==> src/rtl/bcd_arb_pkg.sv <==
// Shared types and constants for the BCD converter arbiter: state encoding,
// digit/result widths, default watchdog limit and an id-width helper.
package bcd_arb_pkg;

  typedef enum logic [1:0] {
    IDLE  = 2'd0,
    START = 2'd1,
    WAIT  = 2'd2,
    RESP  = 2'd3
  } arb_state_t;

  localparam int DIGIT_W                = 4;
  localparam int RESULT_W               = 3 * DIGIT_W;
  localparam int DEFAULT_TIMEOUT_CYCLES = 64;

  function automatic int id_width(input int n);
    return (n > 1) ? $clog2(n) : 1;
  endfunction

endpackage

==> src/rtl/bcd_conv_arbiter_if.sv <==
// Requester-side bus of the BCD converter arbiter: request levels, operands,
// grant/response pulses and the returned digits.
interface bcd_conv_arbiter_if #(
  parameter int N_REQ = 2
);
  import bcd_arb_pkg::*;

  logic [N_REQ-1:0]    req;
  logic [8*N_REQ-1:0]  req_data;
  logic [N_REQ-1:0]    gnt;
  logic [N_REQ-1:0]    rsp_valid;
  logic [RESULT_W-1:0] rsp_digits;
  logic                rsp_ok;

  modport master (
    output req, req_data,
    input  gnt, rsp_valid, rsp_digits, rsp_ok
  );

  modport slave (
    input  req, req_data,
    output gnt, rsp_valid, rsp_digits, rsp_ok
  );

endinterface

==> src/rtl/rr_arbiter.sv <==
// Combinational round-robin pick: first set request bit searching upward
// from (last+1) mod N_REQ with wrap-around.
module rr_arbiter
  import bcd_arb_pkg::*;
#(
  parameter int N_REQ = 2
) (
  input  logic [N_REQ-1:0]              req,
  input  logic [id_width(N_REQ)-1:0]    last,
  output logic [N_REQ-1:0]              grant,
  output logic [id_width(N_REQ)-1:0]    id
);

  localparam int IDW = id_width(N_REQ);

  logic found;
  int   idx;

  always_comb begin
    grant = '0;
    id    = '0;
    found = 1'b0;
    idx   = 0;
    for (int k = 1; k <= N_REQ; k++) begin
      idx = int'(last) + k;
      if (idx >= N_REQ) idx = idx - N_REQ;
      if (!found && req[idx]) begin
        found      = 1'b1;
        grant[idx] = 1'b1;
        id         = IDW'(idx);
      end
    end
  end

endmodule

==> src/rtl/bcd_conv_arbiter.sv <==
// Shares one bcd_converter between N_REQ requesters (round-robin).
// Optional WAIT watchdog enabled by defining BCD_ARB_TIMEOUT_EN.
module bcd_conv_arbiter
  import bcd_arb_pkg::*;
#(
  parameter int N_REQ          = 2,
  parameter int TIMEOUT_CYCLES = DEFAULT_TIMEOUT_CYCLES
) (
  input  logic                clk,
  input  logic                reset,
  bcd_conv_arbiter_if.slave   rq,
  output logic                busy,
  output logic                bcd_start,
  output logic [7:0]          bcd_a,
  input  logic                bcd_done,
  input  logic                bcd_valid,
  input  logic [RESULT_W-1:0] bcd_digits
);

  localparam int IDW = id_width(N_REQ);

  if (N_REQ < 2 || N_REQ > 8 || TIMEOUT_CYCLES < 1) begin : g_bad_param
    $error("bcd_conv_arbiter: N_REQ must be 2..8 and TIMEOUT_CYCLES >= 1");
  end

  arb_state_t       state;
  logic [IDW-1:0]   last;
  logic [IDW-1:0]   id;
  logic [N_REQ-1:0] pick_gnt;
  logic [IDW-1:0]   pick_id;

`ifdef BCD_ARB_TIMEOUT_EN
  localparam int TW = $clog2(TIMEOUT_CYCLES + 1);
  logic [TW-1:0] wait_cnt;
`endif

  rr_arbiter #(.N_REQ(N_REQ)) u_rr (
    .req   (rq.req),
    .last  (last),
    .grant (pick_gnt),
    .id    (pick_id)
  );

  always_ff @(posedge clk) begin
    if (reset) begin
      state         <= IDLE;
      last          <= IDW'(N_REQ - 1);
      id            <= '0;
      busy          <= 1'b0;
      bcd_start     <= 1'b0;
      bcd_a         <= '0;
      rq.gnt        <= '0;
      rq.rsp_valid  <= '0;
      rq.rsp_digits <= '0;
      rq.rsp_ok     <= 1'b0;
`ifdef BCD_ARB_TIMEOUT_EN
      wait_cnt      <= '0;
`endif
    end else begin
      rq.gnt       <= '0;
      rq.rsp_valid <= '0;
      bcd_start    <= 1'b0;
      case (state)
        IDLE: begin
          if (|rq.req) begin
            id     <= pick_id;
            last   <= pick_id;
            bcd_a  <= rq.req_data[8*int'(pick_id) +: 8];
            rq.gnt <= pick_gnt;
            busy   <= 1'b1;
            state  <= START;
          end
        end
        START: begin
          bcd_start <= 1'b1;
          state     <= WAIT;
`ifdef BCD_ARB_TIMEOUT_EN
          wait_cnt  <= '0;
`endif
        end
        WAIT: begin
          if (bcd_done) begin
            rq.rsp_digits <= bcd_digits;
            rq.rsp_ok     <= bcd_valid;
            rq.rsp_valid  <= N_REQ'(1) << id;
            state         <= RESP;
          end
`ifdef BCD_ARB_TIMEOUT_EN
          // Watchdog: the last of TIMEOUT_CYCLES WAIT cycles forces an error response.
          else if (wait_cnt == TW'(TIMEOUT_CYCLES - 1)) begin
            rq.rsp_digits <= '0;
            rq.rsp_ok     <= 1'b0;
            rq.rsp_valid  <= N_REQ'(1) << id;
            state         <= RESP;
          end else begin
            wait_cnt <= wait_cnt + 1'b1;
          end
`endif
        end
        RESP: begin
          busy  <= 1'b0;
          state <= IDLE;
        end
        default: state <= IDLE;
      endcase
    end
  end

endmodule

==> src/flat_wrapper.sv <==
// flat-port wrapper written by rule: the top's interface ports become plain ports
module bcd_conv_arbiter_flat import bcd_arb_pkg::*;
#(
  parameter int N_REQ          = 2,
  parameter int TIMEOUT_CYCLES = DEFAULT_TIMEOUT_CYCLES
)
  (clk, reset, busy, bcd_start, bcd_a, bcd_done, bcd_valid, bcd_digits, rq_req, rq_req_data, rq_gnt, rq_rsp_valid, rq_rsp_digits, rq_rsp_ok);
  bcd_conv_arbiter_if #(.N_REQ(N_REQ)) rq_i ();
  input  logic clk;
  input  logic reset;
  output logic busy;
  output logic bcd_start;
  output logic [7:0] bcd_a;
  input  logic bcd_done;
  input  logic bcd_valid;
  input  logic [RESULT_W-1:0] bcd_digits;
  input wire logic [$bits(rq_i.req)-1:0] rq_req;
  input wire logic [$bits(rq_i.req_data)-1:0] rq_req_data;
  output wire logic [$bits(rq_i.gnt)-1:0] rq_gnt;
  output wire logic [$bits(rq_i.rsp_valid)-1:0] rq_rsp_valid;
  output wire logic [$bits(rq_i.rsp_digits)-1:0] rq_rsp_digits;
  output wire logic [$bits(rq_i.rsp_ok)-1:0] rq_rsp_ok;
  assign rq_i.req = rq_req;
  assign rq_i.req_data = rq_req_data;
  assign rq_gnt = rq_i.gnt;
  assign rq_rsp_valid = rq_i.rsp_valid;
  assign rq_rsp_digits = rq_i.rsp_digits;
  assign rq_rsp_ok = rq_i.rsp_ok;
  bcd_conv_arbiter #(.N_REQ(N_REQ), .TIMEOUT_CYCLES(TIMEOUT_CYCLES)) u_core (.clk(clk), .reset(reset), .rq(rq_i), .busy(busy), .bcd_start(bcd_start), .bcd_a(bcd_a), .bcd_done(bcd_done), .bcd_valid(bcd_valid), .bcd_digits(bcd_digits));
endmodule
==> config.mk <==
export PLATFORM = sky130hd
export DESIGN_NAME = bcd_conv_arbiter_flat
export DESIGN_NICKNAME = d
export VERILOG_FILES = /design/src/rtl/bcd_arb_pkg.sv /design/src/rtl/bcd_conv_arbiter_if.sv /design/src/rtl/rr_arbiter.sv /design/src/rtl/bcd_conv_arbiter.sv /design/src/flat_wrapper.sv
export SDC_FILE = /design/constraint.sdc
export NUM_CORES = 1
export LEC_CHECK = 0
export CORE_MARGIN = 1
export CORE_UTILIZATION = 43
export DETAILED_ROUTE_END_ITERATION = 12
export GPL_TIMING_DRIVEN = 0
export PLACE_DENSITY = 0.82
export SYNTH_ARGS = -nofsm -noshare
export SYNTH_HDL_FRONTEND = slang
export SYNTH_SLANG_ARGS = --single-unit
==> constraint.sdc <==
create_clock -name clk -period 2.7 [get_ports clk]
set_clock_uncertainty 0.2 [all_clocks]
set_input_delay 0.675 -clock clk [delete_from_list [all_inputs] [get_ports clk]]
set_output_delay 0.675 -clock clk [all_outputs]
set_load 0.01 [all_outputs]
==> results of run 1 <==
sequential cells by signal, indices dropped and copies added (netlist names):
register	cells
u_core.rq.rsp_valid	2
u_core.bcd_start	1
u_core.id	1
u_core.last	1
u_core.rq.rsp_ok	1
u_core.rq.rsp_digits	12
u_core.bcd_a	8
u_core.state	2
u_core.busy	1
u_core.rq.gnt	2
cell type report:
| type | count | area (µm²) |
|---|---|---|
| timing repair buffer | 58 | 580.6 |
| tap | 31 | 38.79 |
| multi-input combinational | 101 | 575.6 |
| inverter | 4 | 15.01 |
| fill | 223 | 829.5 |
| buffer | 8 | 41.29 |
| clock inverter | 1 | 5.005 |
| clock buffer | 6 | 51.30 |
| sequential | 31 | 620.6 |
logic make-up after synthesis:
group,count (synthesis),share of synthesized area (%)
adders and majority gates,4,3.996
DFF,31,49.55
muxes,1,0.7992
AOI/OAI and AO/OA,49,25.68
and+or+nand+nor,47,15.48
buffers and inverters,12,4.495
power breakdown:
group / internal (mW) / switching [mW] / total, mW
Sequential: 0.567 / 0.0641 / 0.631
Combinational: 0.328 / 0.327 / 0.654
Clock: 0.120 / 0.145 / 0.266
layout by cell type (no fill, tap or decap), types with 2 or more instances in the layout:
master           instances
nand2_1                 38
buf_2                    6
ha_1                     4
inv_1                    3
dfxtp_1                 31
a21oi_1                 23
nor2_1                   2
clkbuf_4                 5
nor2b_1                  2
o21ai_0                  9
and3_1                   2
a21oi_2                  8
clkdlybuf4s50_1         58
worst max-delay path by stage:
stage | startpoint | end | slack [ps]
after floorplan | rq_req[0] | u_core.bcd_a[0] | 1090
after global placement | rq_req[1] | u_core.bcd_a[0] | 550
after detailed placement | rq_req[1] | u_core.bcd_a[0] | 530
after CTS | u_core.rq.rsp_digits[8] | rq_rsp_digits[8] | 590
after global routing | u_core.rq.rsp_digits[2] | rq_rsp_digits[2] | 550
final | u_core.bcd_a[7] | bcd_a[7] | 610
routing by layer:
layer | share of wire, % | track usage, %
met5 | 0 | 0
met4 | 1.6 | 7.317
met3 | 9.5 | 8.837
met2 | 49 | 36.90
met1 | 40 | 19.32
==> flow_summary_export.csv, run 1 <==
group,metric,value,unit
drt,vias,1213,
drt,drtIter0Drc,29,
critical_path,reg2reg_to,"u_core.bcd_a[7]",
die,die_area,3133,µm²
critical_path,max_stage_delay,550,ps
critical_path,cp_cell_sequence,"clkdlybuf4s50_1",
die,core_area,2758,µm²
finish,drive_gt1_share,13.40,%
critical_path,crit_family,"buffers and inverters",
pwr,peakVddDrop,640.1,µV
clock_tree,clk_pin_slew,90,ps
critical_path,worstPathMaxFanout,2,
pwr,power,1.551,mW
run_status,status,"complete, no violations",
synthesis,yosys.area.top_type,"dfxtp_1",
critical_path,rr_worst_depth,6,
clock_tree,cts.htree.levels,2,
grt,grt_pass1_vias,1170,
finish,final_cells,240,
synthesis,async_reset_ff_share,0,%
critical_path,path_buf_inv,1,
critical_path,critPathArrivalTime,1210,ps
synthesis,syn_inst,144,
finish,fin_nets,247,
sta,timing.fmax,0.4785,GHz
critical_path,critPathSlowestCell,"clkdlybuf4s50_1",
clock_tree,cts_root_buffer,"clkbuf_4",
clock_tree,cts_tree,"yes",
die,rows,19,
worst_hold_path,hold_depth,2,
critical_path,cp-start-kind,"flop",
drt,dr.pass1.iters,4,
die,die_x,55.97,µm
finish,syn2layout_area_growth,53.95,%
finish,final_util,69.92,%
clock_tree,cts-resized-gates,0,
clock_tree,worstSkewPairLatency,320,ps
sta,worstMarginPinSlew,431.8,ps
clock_tree,cts_buffer_depth,2,
worst_hold_path,worstHoldStart,"u_core.rq.rsp_digits[2]",
place,placed_cells_incl_taps,233,
critical_path,reg2reg_from,"u_core.state[0]",
finish,diodes,0,
synthesis,synth_top_area_share,49.55,%
run,maxCapViolCount,0,
sta,setup_ws,610.3,ps
synthesis,synth.area.top_cells,"dfxtp_1 (50%), nand2_1 (11%), a21oi_1 (9.2%)",
synthesis,synth_common_cells,"nand2_1 (38), dfxtp_1 (31), a21oi_1 (23)",
worst_hold_path,min_path_type,"reg2reg",
synthesis,synth_flop_cell,"dfxtp_1",
place,place.gp.congestion,0.7255,
critical_path,rrSetupSlack,1070,ps
sta,hold_viol,0,
grt,gr-usage-all-layers,19.96,%
drt,ant_nets,0,
grt,grt_overflow,0,
synthesis,ys_ff_latch,31,
drt,drc,0,
synthesis,yosys.cell_types.count,27,
die,initial_core_util,45.42,%
critical_path,crit_cells,1,
clock_tree,post_cts_buffers,0,
sta,post-route-period-util,77.40,%
critical_path,critPathKind,"reg2out",
grt,grt_max_degree,11,
synthesis,synth_seq_area_share,49.55,%
synthesis,avgSynthCellArea,8.698,µm²
grt,antenna_found_initial,0,
clock_tree,postCtsHoldBufs,0,
drt,post_drt_wl_per_cell,12.09,µm
place,io_buffers,58,
clock_tree,cts_made_buffers,5,
worst_hold_path,min_to,"u_core.rq.rsp_digits[2]",
sta,fin_crit,2090,ps
sta,tns,0,ps
drt,wl,2901,µm
synthesis,yosys_warnings,0,
synthesis,synthMostInstantiatedCell,"nand2_1",
critical_path,required,1820,ps
synthesis,netlist_area,1252,µm²
sta,setup_viol,0,
sta,rsz0062_at_grt,"false",
pwr,power_leakage,0.7390,nW
sta,hold_ws,257.0,ps
finish,fin_area,1928,µm²
sta,slew_headroom,71.21,%
synthesis,syn_nets,182,
critical_path,critPathCaptureType,"output port",
place,dp_slack,526.8,ps
place,dp_hpwl,2217,µm
synthesis,synth-edff-count,0,
clock_tree,clkSinkCount,31,
drt,via_per_inst,5.054,
sta,slew_violations,0,
grt,grt_pass1_wl,4857,µm
die,boundaryPins,61,
pwr,power_density,804.3,nW/µm²
die,die_h,55.97,µm
place,placed_area,1872,µm²
Note: power is estimated with default switching activity, not from simulation.
==> run 2: changes to the inputs <==
--- a/config.mk
+++ b/config.mk
@@ -6,10 +6,10 @@
 export NUM_CORES = 1
 export LEC_CHECK = 0
 export CORE_MARGIN = 1
-export CORE_UTILIZATION = 43
+export CORE_UTILIZATION = 36
 export DETAILED_ROUTE_END_ITERATION = 12
 export GPL_TIMING_DRIVEN = 0
-export PLACE_DENSITY = 0.82
+export PLACE_DENSITY = 0.73
 export SYNTH_ARGS = -nofsm -noshare
 export SYNTH_HDL_FRONTEND = slang
 export SYNTH_SLANG_ARGS = --single-unit
==> constraint.sdc (replaced) <==
create_clock -name clk -period 1.7 [get_ports clk]
set_clock_uncertainty 0.2 [all_clocks]
set_input_delay 0.425 -clock clk [delete_from_list [all_inputs] [get_ports clk]]
set_output_delay 0.425 -clock clk [all_outputs]
set_load 0.01 [all_outputs]
==> run 2 against run 1 <==
Compared with the run above:
- first-iteration DRC count up 21%
- sequential power up 58%
- highest routed layer unchanged
- critical path type is now in2reg
- sequential share of layout area down 0.29 points
- combinational power up 48%
- total power up 58%
==> flow_summary_export.csv, run 2 (synthesized netlist as in run 1, its figures left out) <==
group,metric,value,unit
place,io_buffers,58,
pwr,switching_power,865.2,µW
finish,drive_gt1_share,14.62,%
place,place.gp.congestion,0.7166,
critical_path,cp-start-kind,"primary input",
finish,final_util,58.31,%
pwr,power_density,1258,nW/µm²
sta,hold_viol,0,
finish,diodes,0,
run,maxCapViolCount,0,
critical_path,rrSetupSlack,70,ps
run_status,status,"complete, no violations",
finish,fin_nets,249,
drt,ant_nets,0,
finish,largest_register,"u_core.rq.rsp_digits",
die,die_h,60.99,µm
clock_tree,cts_buffer_depth,2,
sta,slew_headroom,70.39,%
critical_path,cp_cell_sequence,"clkdlybuf4s50_1 -> a21boi_4 -> buf_4 -> and3_2",
pwr,power_leakage,0.8691,nW
die,die_area,3719,µm²
grt,grt_pass1_vias,1160,
grt,gr-usage-all-layers,17.58,%
place,dp_hpwl,2307,µm
critical_path,critPathKind,"in2reg",
pwr,power.internal,1.582,mW
sta,rsz0062_at_grt,"true",
drt,via_per_inst,4.767,
drt,vias,1230,
sta,slew_violations,0,
grt,grt_max_degree,11,
clock_tree,clkSinkCount,31,
critical_path,critPathArrivalTime,1710,ps
grt,grt_pass1_wl,4623,µm
die,rows,21,
pwr,seqPwrFrac,40.8,%
drt,post_drt_wl_per_cell,11.84,µm
sta,post-route-period-util,96.28,%
finish,top_regs,"u_core.rq.rsp_digits: 12 flops, u_core.bcd_a: 8 flops",
pwr,switching_share,35.35,%
clock_tree,worstSkewPairLatency,320,ps
critical_path,crit_family,"buffers and inverters",
sta,fin_crit,1637,ps
clock_tree,cts_made_buffers,5,
finish,syn2layout_area_growth,55.34,%
clock_tree,cts_root_buffer,"clkbuf_4",
pwr,combPwrFrac,39.5,%
sta,worstMarginPinSlew,444.1,ps
die,initial_core_util,37.53,%
critical_path,worstPathMaxFanout,10,
worst_hold_path,min_path_type,"in2reg",
die,die_x,60.99,µm
critical_path,critPathSlowestCell,"clkdlybuf4s50_1",
finish,largest_reg_flops,12,
grt,grt_overflow,0,
clock_tree,clk_pin_slew,90,ps
finish,final_common_cell,"nand2_1",
pwr,peakVddDrop,541.3,µV
sta,tns,0,ps
critical_path,max_stage_delay,610,ps
clock_tree,cts_tree,"yes",
sta,setup_viol,0,
die,boundaryPins,61,
critical_path,path_buf_inv,2,
critical_path,critPathCaptureType,"flop",
drt,dr.pass1.iters,2,
clock_tree,cts.htree.levels,2,
drt,drtIter0Drc,35,
pwr,clkPwrFrac,19.8,%
sta,timing.fmax,0.6110,GHz
grt,antenna_found_initial,0,
critical_path,required,1770,ps
clock_tree,postCtsHoldBufs,0,
drt,wl,3055,µm
finish,mostFrequentLayoutCells,"nand2_1 (37), clkdlybuf4s50_1 (31), dfxtp_1 (31), dlygate4sd2_1 (27), a21oi_1 (23)",
die,core_area,3337,µm²
drt,drc,0,
## run 2: worst paths after layout
check / to / startpoint / cells past startpoint
worst min-delay path: u_core.rq.rsp_digits[7] / reset / 2
worst max-delay path: u_core.rq.gnt[1] / rq_req[1] / 4
worst min register to register: u_core.rq.rsp_digits[3] / u_core.rq.rsp_digits[3] / 2
worst max register to register: u_core.bcd_a[3] / u_core.state[0] / 6
## run 2: what timing repair did
| item | in CTS | in global routing |
|---|---|---|
| hold endpoints to repair | 0 | 0 |
| endpoints found under the setup margin | 27 | 18 |
| resized for setup | 27 | 4 |
| cloned | 0 | 0 |
| setup buffers | 0 | 2 |
## run 2: cell type report
cell class | instances | area [µm²]
Fill cell | 337 | 1391
Inverter | 4 | 15.01
Tap cell | 46 | 57.56
Timing Repair Buffer | 60 | 561.8
Multi-Input combinational cell | 101 | 578.1
Buffer | 8 | 43.79
Clock buffer | 8 | 68.82
Sequential cell | 31 | 620.6
## run 2: power by group through the flow
stage | clock [mW] | sequential [mW] | combinational (mW)
after floorplan | 0 | 1.07 | 0.527
after global placement | 0 | 1.01 | 1.02
after detailed placement | 0 | 1.02 | 1.05
after CTS | 0.502 | 0.998 | 0.965
after global routing | 0.538 | 1.02 | 1.08
final | 0.484 | 0.998 | 0.966
## run 2: metrics by stage
step | instance area, µm² | total power, mW | worst slack (ps) | cells | hold slack (ps)
detailed placement | 1891 | 2.070 | -253.4 | 248 | 247.0
finish | 1946 | 2.447 | 63.32 | 258 | 180.7
global route | 1946 | 2.635 | -39.40 | 258 | 185.8
floorplan | 1252 | 1.597 | 257.3 | 144 | 216.7
CTS | 1926 | 2.465 | 67.77 | 256 | 173.9
global placement | 1891 | 2.031 | -204.3 | 248 | 240.7
## run 2: routing by layer
layer	GRT usage, %	vias up	share of wire [%]
li1	-	621	-
met2	33.75	54	49
met3	8.529	2	10
met1	15.20	553	40
met4	7.792	0	0.62
met5	0	-	0
